<file path="config.mk">
export PLATFORM = sky130hd
export DESIGN_NAME = axi_stream_strip_header
export DESIGN_NICKNAME = d
export VERILOG_FILES = /design/src/rtl/axi_stream_strip_header.sv
export SDC_FILE = /design/constraint.sdc
export NUM_CORES = 1
export LEC_CHECK = 0
export BUFFER_PORTS_ARGS = -buffer_cell sky130_fd_sc_hd__buf_2
export CAP_MARGIN = 10
export CORE_ASPECT_RATIO = 0.8
export CORE_MARGIN = 10
export CORE_UTILIZATION = 30
export CTS_CLUSTER_SIZE = 25
export DETAILED_ROUTE_END_ITERATION = 8
export PLACE_DENSITY_LB_ADDON = 0.1
export SLEW_MARGIN = 25
export SYNTH_ARGS = -nofsm -noshare
export SYNTH_HDL_FRONTEND = slang
export SYNTH_SLANG_ARGS = --single-unit
</file>
<file path="constraint.sdc">
create_clock -name clk -period 3.2 [get_ports clk]
set_input_delay 0.32 -clock clk [delete_from_list [all_inputs] [get_ports clk]]
set_output_delay 0.32 -clock clk [all_outputs]
set_load 0.005 [all_outputs]
</file>
<file path="src/rtl/axi_stream_strip_header.sv">
// ---------------------------------------------------------------------------
// axi_stream_strip_header
//
// Removes a per-packet programmable number of leading bytes (S) from an
// AXI-Stream packet and realigns the remaining payload into full MSB-first
// beats. Byte 0 of a beat is data[DATA_WD-1 -: 8] and maps to keep[BYTES-1];
// keep is always contiguous from the MSB.
//
// Ports
//   clk, rstn                      single clock, synchronous active-low reset
//   valid_in/data_in/keep_in/last_in/ready_in
//                                  input stream (keep all-ones except on last)
//   valid_strip/strip_cnt/ready_strip
//                                  one strip-length command per packet
//   valid_out/data_out/keep_out/last_out/ready_out
//                                  registered, realigned output stream
//   short_pkt                      one-cycle pulse when a packet held <= S
//                                  bytes and therefore produced no output
//
// Optional feature (macro HDR_EXTRACT_EN)
//   When defined, hdr_valid/hdr_data/hdr_keep expose the stripped bytes of
//   each packet, MSB-aligned, one cycle after the first beat is accepted.
//   When undefined those ports do not exist and the stripped bytes are lost.
// ---------------------------------------------------------------------------
module axi_stream_strip_header #(
  parameter  int DATA_WD     = 32,
  localparam int BYTES       = DATA_WD / 8,
  localparam int BYTE_CNT_WD = $clog2(BYTES)
) (
  input  logic                   clk,
  input  logic                   rstn,
  input  logic                   valid_in,
  input  logic [DATA_WD-1:0]     data_in,
  input  logic [BYTES-1:0]       keep_in,
  input  logic                   last_in,
  output logic                   ready_in,
  input  logic                   valid_strip,
  input  logic [BYTE_CNT_WD-1:0] strip_cnt,
  output logic                   ready_strip,
  output logic                   valid_out,
  output logic [DATA_WD-1:0]     data_out,
  output logic [BYTES-1:0]       keep_out,
  output logic                   last_out,
  input  logic                   ready_out,
  output logic                   short_pkt
`ifdef HDR_EXTRACT_EN
  ,
  output logic                   hdr_valid,
  output logic [DATA_WD-1:0]     hdr_data,
  output logic [BYTES-1:0]       hdr_keep
`endif
);

  // Shift amounts must be able to express a full beat (DATA_WD bits or
  // BYTES bytes) so that S=0 shifts the incoming beat completely away.
  localparam int SH_WD = $clog2(DATA_WD) + 1;
  localparam int CW    = BYTE_CNT_WD + 1;

  typedef enum logic [1:0] {
    IDLE,
    FIRST,
    BODY,
    FLUSH
  } state_t;

  state_t                 state, state_nxt;
  logic [BYTE_CNT_WD-1:0] strip_q, strip_nxt;
  logic [DATA_WD-1:0]     prev_data, prev_data_nxt;
  logic [BYTES-1:0]       prev_keep, prev_keep_nxt;

  logic                   valid_nxt;
  logic [DATA_WD-1:0]     data_nxt;
  logic [BYTES-1:0]       keep_nxt;
  logic                   last_nxt;
  logic                   short_nxt;

  logic                   adv;
  logic                   beat_acc;
  logic                   n_gt_s;
  logic [DATA_WD-1:0]     data_in_m;
  logic [SH_WD-1:0]       head_shift;
  logic [SH_WD-1:0]       tail_shift;
  logic [CW-1:0]          tail_cnt;
  logic [BYTES-1:0]       keep_in_sh;
  logic [DATA_WD-1:0]     body_data;
  logic [BYTES-1:0]       body_keep;

  // Expands a byte-enable vector into a bit mask over the data word.
  function automatic logic [DATA_WD-1:0] byte_mask(input logic [BYTES-1:0] keep);
    logic [DATA_WD-1:0] mask;
    mask = '0;
    for (int i = 0; i < BYTES; i++) begin
      mask[i*8 +: 8] = {8{keep[i]}};
    end
    return mask;
  endfunction

  // The output register may load a new beat whenever it is empty or the
  // current beat is being taken this cycle. Both ready signals are masked
  // while reset is held so nothing is handed over during reset.
  assign adv         = !valid_out || ready_out;
  assign ready_in    = rstn && adv && ((state == FIRST) || (state == BODY));
  assign ready_strip = rstn && (state == IDLE);
  assign beat_acc    = valid_in && ready_in;

  // Bytes outside keep are zeroed on entry so that every unused byte lane
  // of data_out falls out as zero from the shifts below.
  assign data_in_m   = data_in & byte_mask(keep_in);

  // The residue of the previous beat is its bytes S..BYTES-1, brought to the
  // top by shifting left S bytes; the head of the current beat (its first S
  // bytes) fills the remaining low lanes by shifting right BYTES-S bytes.
  assign head_shift  = SH_WD'({strip_q, 3'b000});
  assign tail_shift  = SH_WD'(DATA_WD) - head_shift;
  assign tail_cnt    = CW'(BYTES) - {1'b0, strip_q};
  assign body_data   = (prev_data << head_shift) | (data_in_m >> tail_shift);
  assign body_keep   = (prev_keep << strip_q) | (keep_in >> tail_cnt);

  // keep is MSB-contiguous, so after shifting out S enables the top bit is
  // still set exactly when the beat carried more than S bytes.
  assign keep_in_sh  = keep_in << strip_q;
  assign n_gt_s      = keep_in_sh[BYTES-1];

  // Next-state and next-output computation. Every registered value holds by
  // default; the output register is cleared whenever it advances and is then
  // overwritten by whichever state produces a beat this cycle.
  always_comb begin
    state_nxt     = state;
    strip_nxt     = strip_q;
    prev_data_nxt = prev_data;
    prev_keep_nxt = prev_keep;
    valid_nxt     = valid_out;
    data_nxt      = data_out;
    keep_nxt      = keep_out;
    last_nxt      = last_out;
    short_nxt     = 1'b0;

    if (adv) begin
      valid_nxt = 1'b0;
      data_nxt  = '0;
      keep_nxt  = '0;
      last_nxt  = 1'b0;
    end

    case (state)
      IDLE: begin
        if (valid_strip) begin
          strip_nxt = strip_cnt;
          state_nxt = FIRST;
        end
      end

      FIRST: begin
        if (beat_acc) begin
          prev_data_nxt = data_in_m;
          prev_keep_nxt = keep_in;
          if (last_in) begin
            state_nxt = IDLE;
            if (n_gt_s) begin
              valid_nxt = 1'b1;
              data_nxt  = data_in_m << head_shift;
              keep_nxt  = keep_in_sh;
              last_nxt  = 1'b1;
            end else begin
              short_nxt = 1'b1;
            end
          end else begin
            state_nxt = BODY;
          end
        end
      end

      BODY: begin
        if (beat_acc) begin
          valid_nxt     = 1'b1;
          data_nxt      = body_data;
          keep_nxt      = body_keep;
          last_nxt      = last_in && !n_gt_s;
          prev_data_nxt = data_in_m;
          prev_keep_nxt = keep_in;
          if (last_in) begin
            state_nxt = n_gt_s ? FLUSH : IDLE;
          end
        end
      end

      FLUSH: begin
        if (adv) begin
          valid_nxt = 1'b1;
          data_nxt  = prev_data << head_shift;
          keep_nxt  = prev_keep << strip_q;
          last_nxt  = 1'b1;
          state_nxt = IDLE;
        end
      end

      default: begin
        state_nxt = IDLE;
      end
    endcase
  end

  // State, residue and output registers. Reset drops any partial packet.
  always_ff @(posedge clk) begin
    if (!rstn) begin
      state     <= IDLE;
      strip_q   <= '0;
      prev_data <= '0;
      prev_keep <= '0;
      valid_out <= 1'b0;
      data_out  <= '0;
      keep_out  <= '0;
      last_out  <= 1'b0;
      short_pkt <= 1'b0;
    end else begin
      state     <= state_nxt;
      strip_q   <= strip_nxt;
      prev_data <= prev_data_nxt;
      prev_keep <= prev_keep_nxt;
      valid_out <= valid_nxt;
      data_out  <= data_nxt;
      keep_out  <= keep_nxt;
      last_out  <= last_nxt;
      short_pkt <= short_nxt;
    end
  end

`ifdef HDR_EXTRACT_EN
  logic [BYTES-1:0] hdr_keep_nxt;

  // The stripped header is the top S bytes of the first beat, limited to
  // bytes actually present when the packet is shorter than S.
  assign hdr_keep_nxt = ~({BYTES{1'b1}} >> strip_q) & keep_in;

  // Header capture is a side output with no backpressure: it pulses once
  // per packet, on the cycle after the first beat is accepted.
  always_ff @(posedge clk) begin
    if (!rstn) begin
      hdr_valid <= 1'b0;
      hdr_data  <= '0;
      hdr_keep  <= '0;
    end else begin
      hdr_valid <= (state == FIRST) && beat_acc;
      if ((state == FIRST) && beat_acc) begin
        hdr_data <= data_in & byte_mask(hdr_keep_nxt);
        hdr_keep <= hdr_keep_nxt;
      end
    end
  end
`else
  // Without header extraction the stripped bytes are simply dropped.
`endif

endmodule

</file>
# == Word-level counts from Yosys, hierarchy flattened ==
# Cells that the tools add are included.
# word_totals
register_bits,79
wordCells,80
out_inout_bits,41
# op_classes
shift,6
n_bitwise,3
n_reduce_logical,15
n_addsub,2
eq_ne,8
muxes,37
# op_table
op,count
$mux W32,6
$pmux W32 S3,1
$shl A32 B5 Y32,2
$and A32 B32 Y32,1
$or A32 B32 Y32,1
$shr A32 B6 Y32,1
$mux W4,6
$mux W2,7
$mux W1,13
$pmux W4 S3,1
$ne A2 B2 Y1 const B,5
$pmux W2 S4,1
$shl A4 B2 Y4,2
$pmux W1 S3,2
$sub A6 B5 Y6 const A,1
$logic_and A1 B1 Y1,5
$reduce_and A5 Y1,1
$eq A2 B2 Y1 const B,2
$or A4 B4 Y4,1
$reduce_and A2 Y1,2
$reduce_and A4 Y1,1
$shr A4 B3 Y4,1
$sub A3 B2 Y3 const A,1
$eq A2 B1 Y1 const B,1
4 further kinds,6

# == Logic depth before layout (Yosys ltp) ==
# logic_depth
ltp_word,7
depth_mapped,11
ltp_nobuf,7

# == Least setup slack after synthesis ==
# OpenSTA, ideal clock, no wires.
# synth_path
kind,register -> register
from,reg strip_q[0]
to,reg data_out[1]
t_arrival_ns,2.493
setup_slack_ns,0.585
period_less_slack_ns,2.615
required_ns,3.078
path_stages_with_launch,11
setup_ns,0.122
n_path_buf,5
cell_sequence,dfxtp_1 -> buf_2 -> inv_1 -> buf_2 -> buf_1 -> ha_1 -> buf_2 -> clkbuf_1 -> o211ai_1 -> a32o_1 -> a221o_1
# synth_between
elab_chain_cells,5
# synth_lines
item,line,text
"start, declared",67,"logic [BYTE_CNT_WD-1:0] strip_q, strip_nxt;"
"start signal, assigned",217,strip_q <= strip_nxt;
"$sub A6 B5 Y6, or another cell as far along",114,assign tail_shift = SH_WD'(DATA_WD) - head_shift;
$shr A32 B6 Y32 / $mux W32 (equally long branches),"116, 159",
$or A32 B32 Y32 / $mux W32 (equally long branches),"116, 157",
"$mux W32, on equally long branches","174, 154",
$pmux W32 S3 (*),145,case (state)
"end signal, assigned",221,data_out <= data_nxt;
"end, declared",41,"output logic [DATA_WD-1:0] data_out,"
# Every way passes the cells marked *; elsewhere a longest branch is shown, timed or not.
# A chain may end at the register's enable or synchronous reset.

# == Worst setup path in the final report ==
# layout_path
from,reg strip_q[1]
to,reg data_out[2]
# Same word-level chain as after synthesis.

==> flow_metrics.env <==
export IMPL_status="complete, no violations"
export IMPL_postRouteWirelength_um=22000
export IMPL_cts_sinks=79
export IMPL_dpl_worst_slack_ns=0.652
export IMPL_globalplace_congestion=0.871
export IMPL_worstSetupStartpointType="flop"
export IMPL_track_usage_pct=18.5
export IMPL_endpoint_kind="flop"
export IMPL_cts_setup_buffers=0
export IMPL_place_hpwl_um=15500
export IMPL_p_leak_nw=2.35
export IMPL_finalMaxSlewViolations=0
export IMPL_ctsHoldBuffers=0
export IMPL_hold_viol=0
export IMPL_dp_cells=958
export IMPL_drt_iter0_markers=509
export IMPL_diodes=0
export IMPL_worst_hold_slack_ns=0.225
export IMPL_grt_pass1_vias=5444
export IMPL_pin_count=85
export IMPL_vias=5638
export IMPL_grt_pass1_wl_um=33200
export IMPL_synth_fp_nets=732
export IMPL_cts_max_level=3
export IMPL_portBuffers=84
export IMPL_die_x_um=167
export IMPL_final_util_pct=35.7
export IMPL_numCtsBuffers=9
export IMPL_ir_drop_mv=0.252
export IMPL_skew_ns=0.00899
export IMPL_drc=0
export IMPL_die_h_um=138
export IMPL_yosysSeqAreaShare_pct=30.3
export IMPL_pwr_density_cell_nw_per_um2=452
export IMPL_async_flop_share_pct=0
export IMPL_setup_ws_ns=0.605
export IMPL_min_delay_path_class="in2reg"
export IMPL_total_power_mw=2.78
export IMPL_synth_ff_type="dfxtp_1"
export IMPL_grt_met3_usage_pct=5.07
export IMPL_cts_resized=0
export IMPL_grt_busiest_layer="met2"
export IMPL_path_clk_slew_ns=0.07
export IMPL_met2_usage_pct=29.4
export IMPL_dpl_instance_area_um2=5840
export IMPL_yosys_warnings=0
export IMPL_rsz0062_at_grt="false"
export IMPL_routedWlPerCell_um=22.6
export IMPL_synth_seq_cells=79
export IMPL_drt_pass1_iter_count=5
export IMPL_layout_drive_gt1_share_pct=20.2
export IMPL_crit_fanout=13
export IMPL_gr_total_overflow=0
export IMPL_synthCells=682
export IMPL_start_util_pct=30.3
export IMPL_fin_crit_sh_pct=81.1
export IMPL_core_um2=17200
export IMPL_cts_root_buf="clkbuf_16"
export IMPL_dieArea_um2=23100
export IMPL_final_area_um2=6150
export IMPL_grt_max_degree=57
export IMPL_syn_to_final_growth_pct=17.8
export IMPL_antenna_found_initial=0
export IMPL_drv_cap=0
export IMPL_syn_area_um2=5220
export IMPL_grt_met1_usage_pct=24.1
export IMPL_design_final_nets=794
export IMPL_cts_tree="built"
export IMPL_fin_crit_ns=2.60
export IMPL_routed_via_density=5.79
export IMPL_tightestPinTransition_ns=0.699
export IMPL_synth_edf_count=0
export IMPL_fmax_mhz=385
export IMPL_rows=43
export IMPL_clk_latency_ns=0.35
export IMPL_required_ns=3.49
export IMPL_setup_tns_ns=0
export IMPL_criticalPathCategory="reg2reg"
export IMPL_setup_viol=0
export IMPL_instances_no_fill=973
export IMPL_arrival_ns=2.89
export IMPL_antenna_left=0
export IMPL_synth_distinct_cells=60
export IMPL_cts_path_max_buffers=2
export IMPL_relSlewSlack_pct=53.1
export IMPL_synth_avg_cell_area_um2=7.66
==> worst max-delay path: stages, from the launching register on <==
cell and delay (ns):
dfxtp_2 0.55, inv_1 0.11, ha_1 0.22, nor2b_1 0.45
nand4_1 0.27, nor2_1 0.40, buf_4 0.25, a32o_1 0.17
a221o_1 0.10
==> placed cells by master, fill, tap and decap left out, types with 18 or more instances in the layout <==
| master | synthesis | routed |
|---|---|---|
| buf_4 | 4 | 28 |
| o211ai_1 | 18 | 18 |
| nand2_1 | 102 | 102 |
| dfxtp_1 | 79 | 77 |
| nor2b_1 | 35 | 35 |
| nor2_1 | 45 | 45 |
| nand3_1 | 48 | 48 |
| o21ai_0 | 36 | 36 |
| mux2i_1 | 25 | 25 |
| buf_2 | 26 | 84 |
| a21oi_1 | 48 | 48 |
==> layer usage <==
| metal | share of wire (%) | up-vias | wire [µm] |
|---|---|---|---|
| li1 | - | 2630 | - |
| met1 | 46 | 2755 | 10100 |
| met2 | 45 | 222 | 9780 |
| met3 | 7.8 | 31 | 1710 |
| met4 | 1.7 | 0 | 380 |
| met5 | 0 | - | 0 |
==> final timing paths <==
| check | start | endpoint | slack (ns) | cells after the start |
|---|---|---|---|---|
| setup / recovery | strip_q[1] | data_out[2] | 0.60 | 8 |
| hold / removal | data_in[2] | data_out[2] | 0.23 | 2 |
| hold reg to reg | data_out[30] | data_out[30] | 0.46 | 2 |
| setup reg to reg | strip_q[1] | data_out[2] | 0.60 | 8 |
==> layout make-up <==
cell class | instances | area (µm²)
clock buffers | 11 | 243
clock inverters | 4 | 70.1
fillers | 1867 | 11100
inverters | 11 | 41.3
multi-input cells | 531 | 3300
flip-flops and latches | 79 | 1590
well taps | 225 | 282
repair buffers | 112 | 631
==> state kept, by name, indices dropped and copies added (netlist names) <==
signal and flops:
short_pkt 1, last_out 1, prev_data 32, data_out 32
prev_keep 4, keep_out 4, strip_q 2, state 2
valid_out 1
==> cell usage after synthesis, drive strengths merged, types with 7 or more instances <==
master	count	area, µm²
buf	42	228
o211ai	18	135
mux2	14	158
mux2i	25	250
o21ai	40	200
and3	13	81.3
a32oi	12	105
nor2b	35	219
a221o	13	130
nor2	46	175
a32o	7	70.1
inv	11	41.3
a31oi	9	71.3
o22ai	11	68.8
a21oi	48	240
clkbuf	19	71.3
nor3	10	65.1
nand2	102	383
dfxtp	79	1580
a21boi	11	82.6
nand3	49	250
==> power breakdown <==
part | internal, mW | switching (mW)
sequential | 1.00 | 0.0243
combinational | 0.209 | 0.411
clock | 0.699 | 0.437
total | 1.91 | 0.872
==> cell families after synthesis <==
logic type      synth area share (%)
compound gates                  27.9
xor+xnor                       0.168
fa+ha+maj                       1.44
buf+inv                         6.52
flops                           30.3
mux                             8.67
simple gates                    25.0
(Power assumes the default switching activity.)
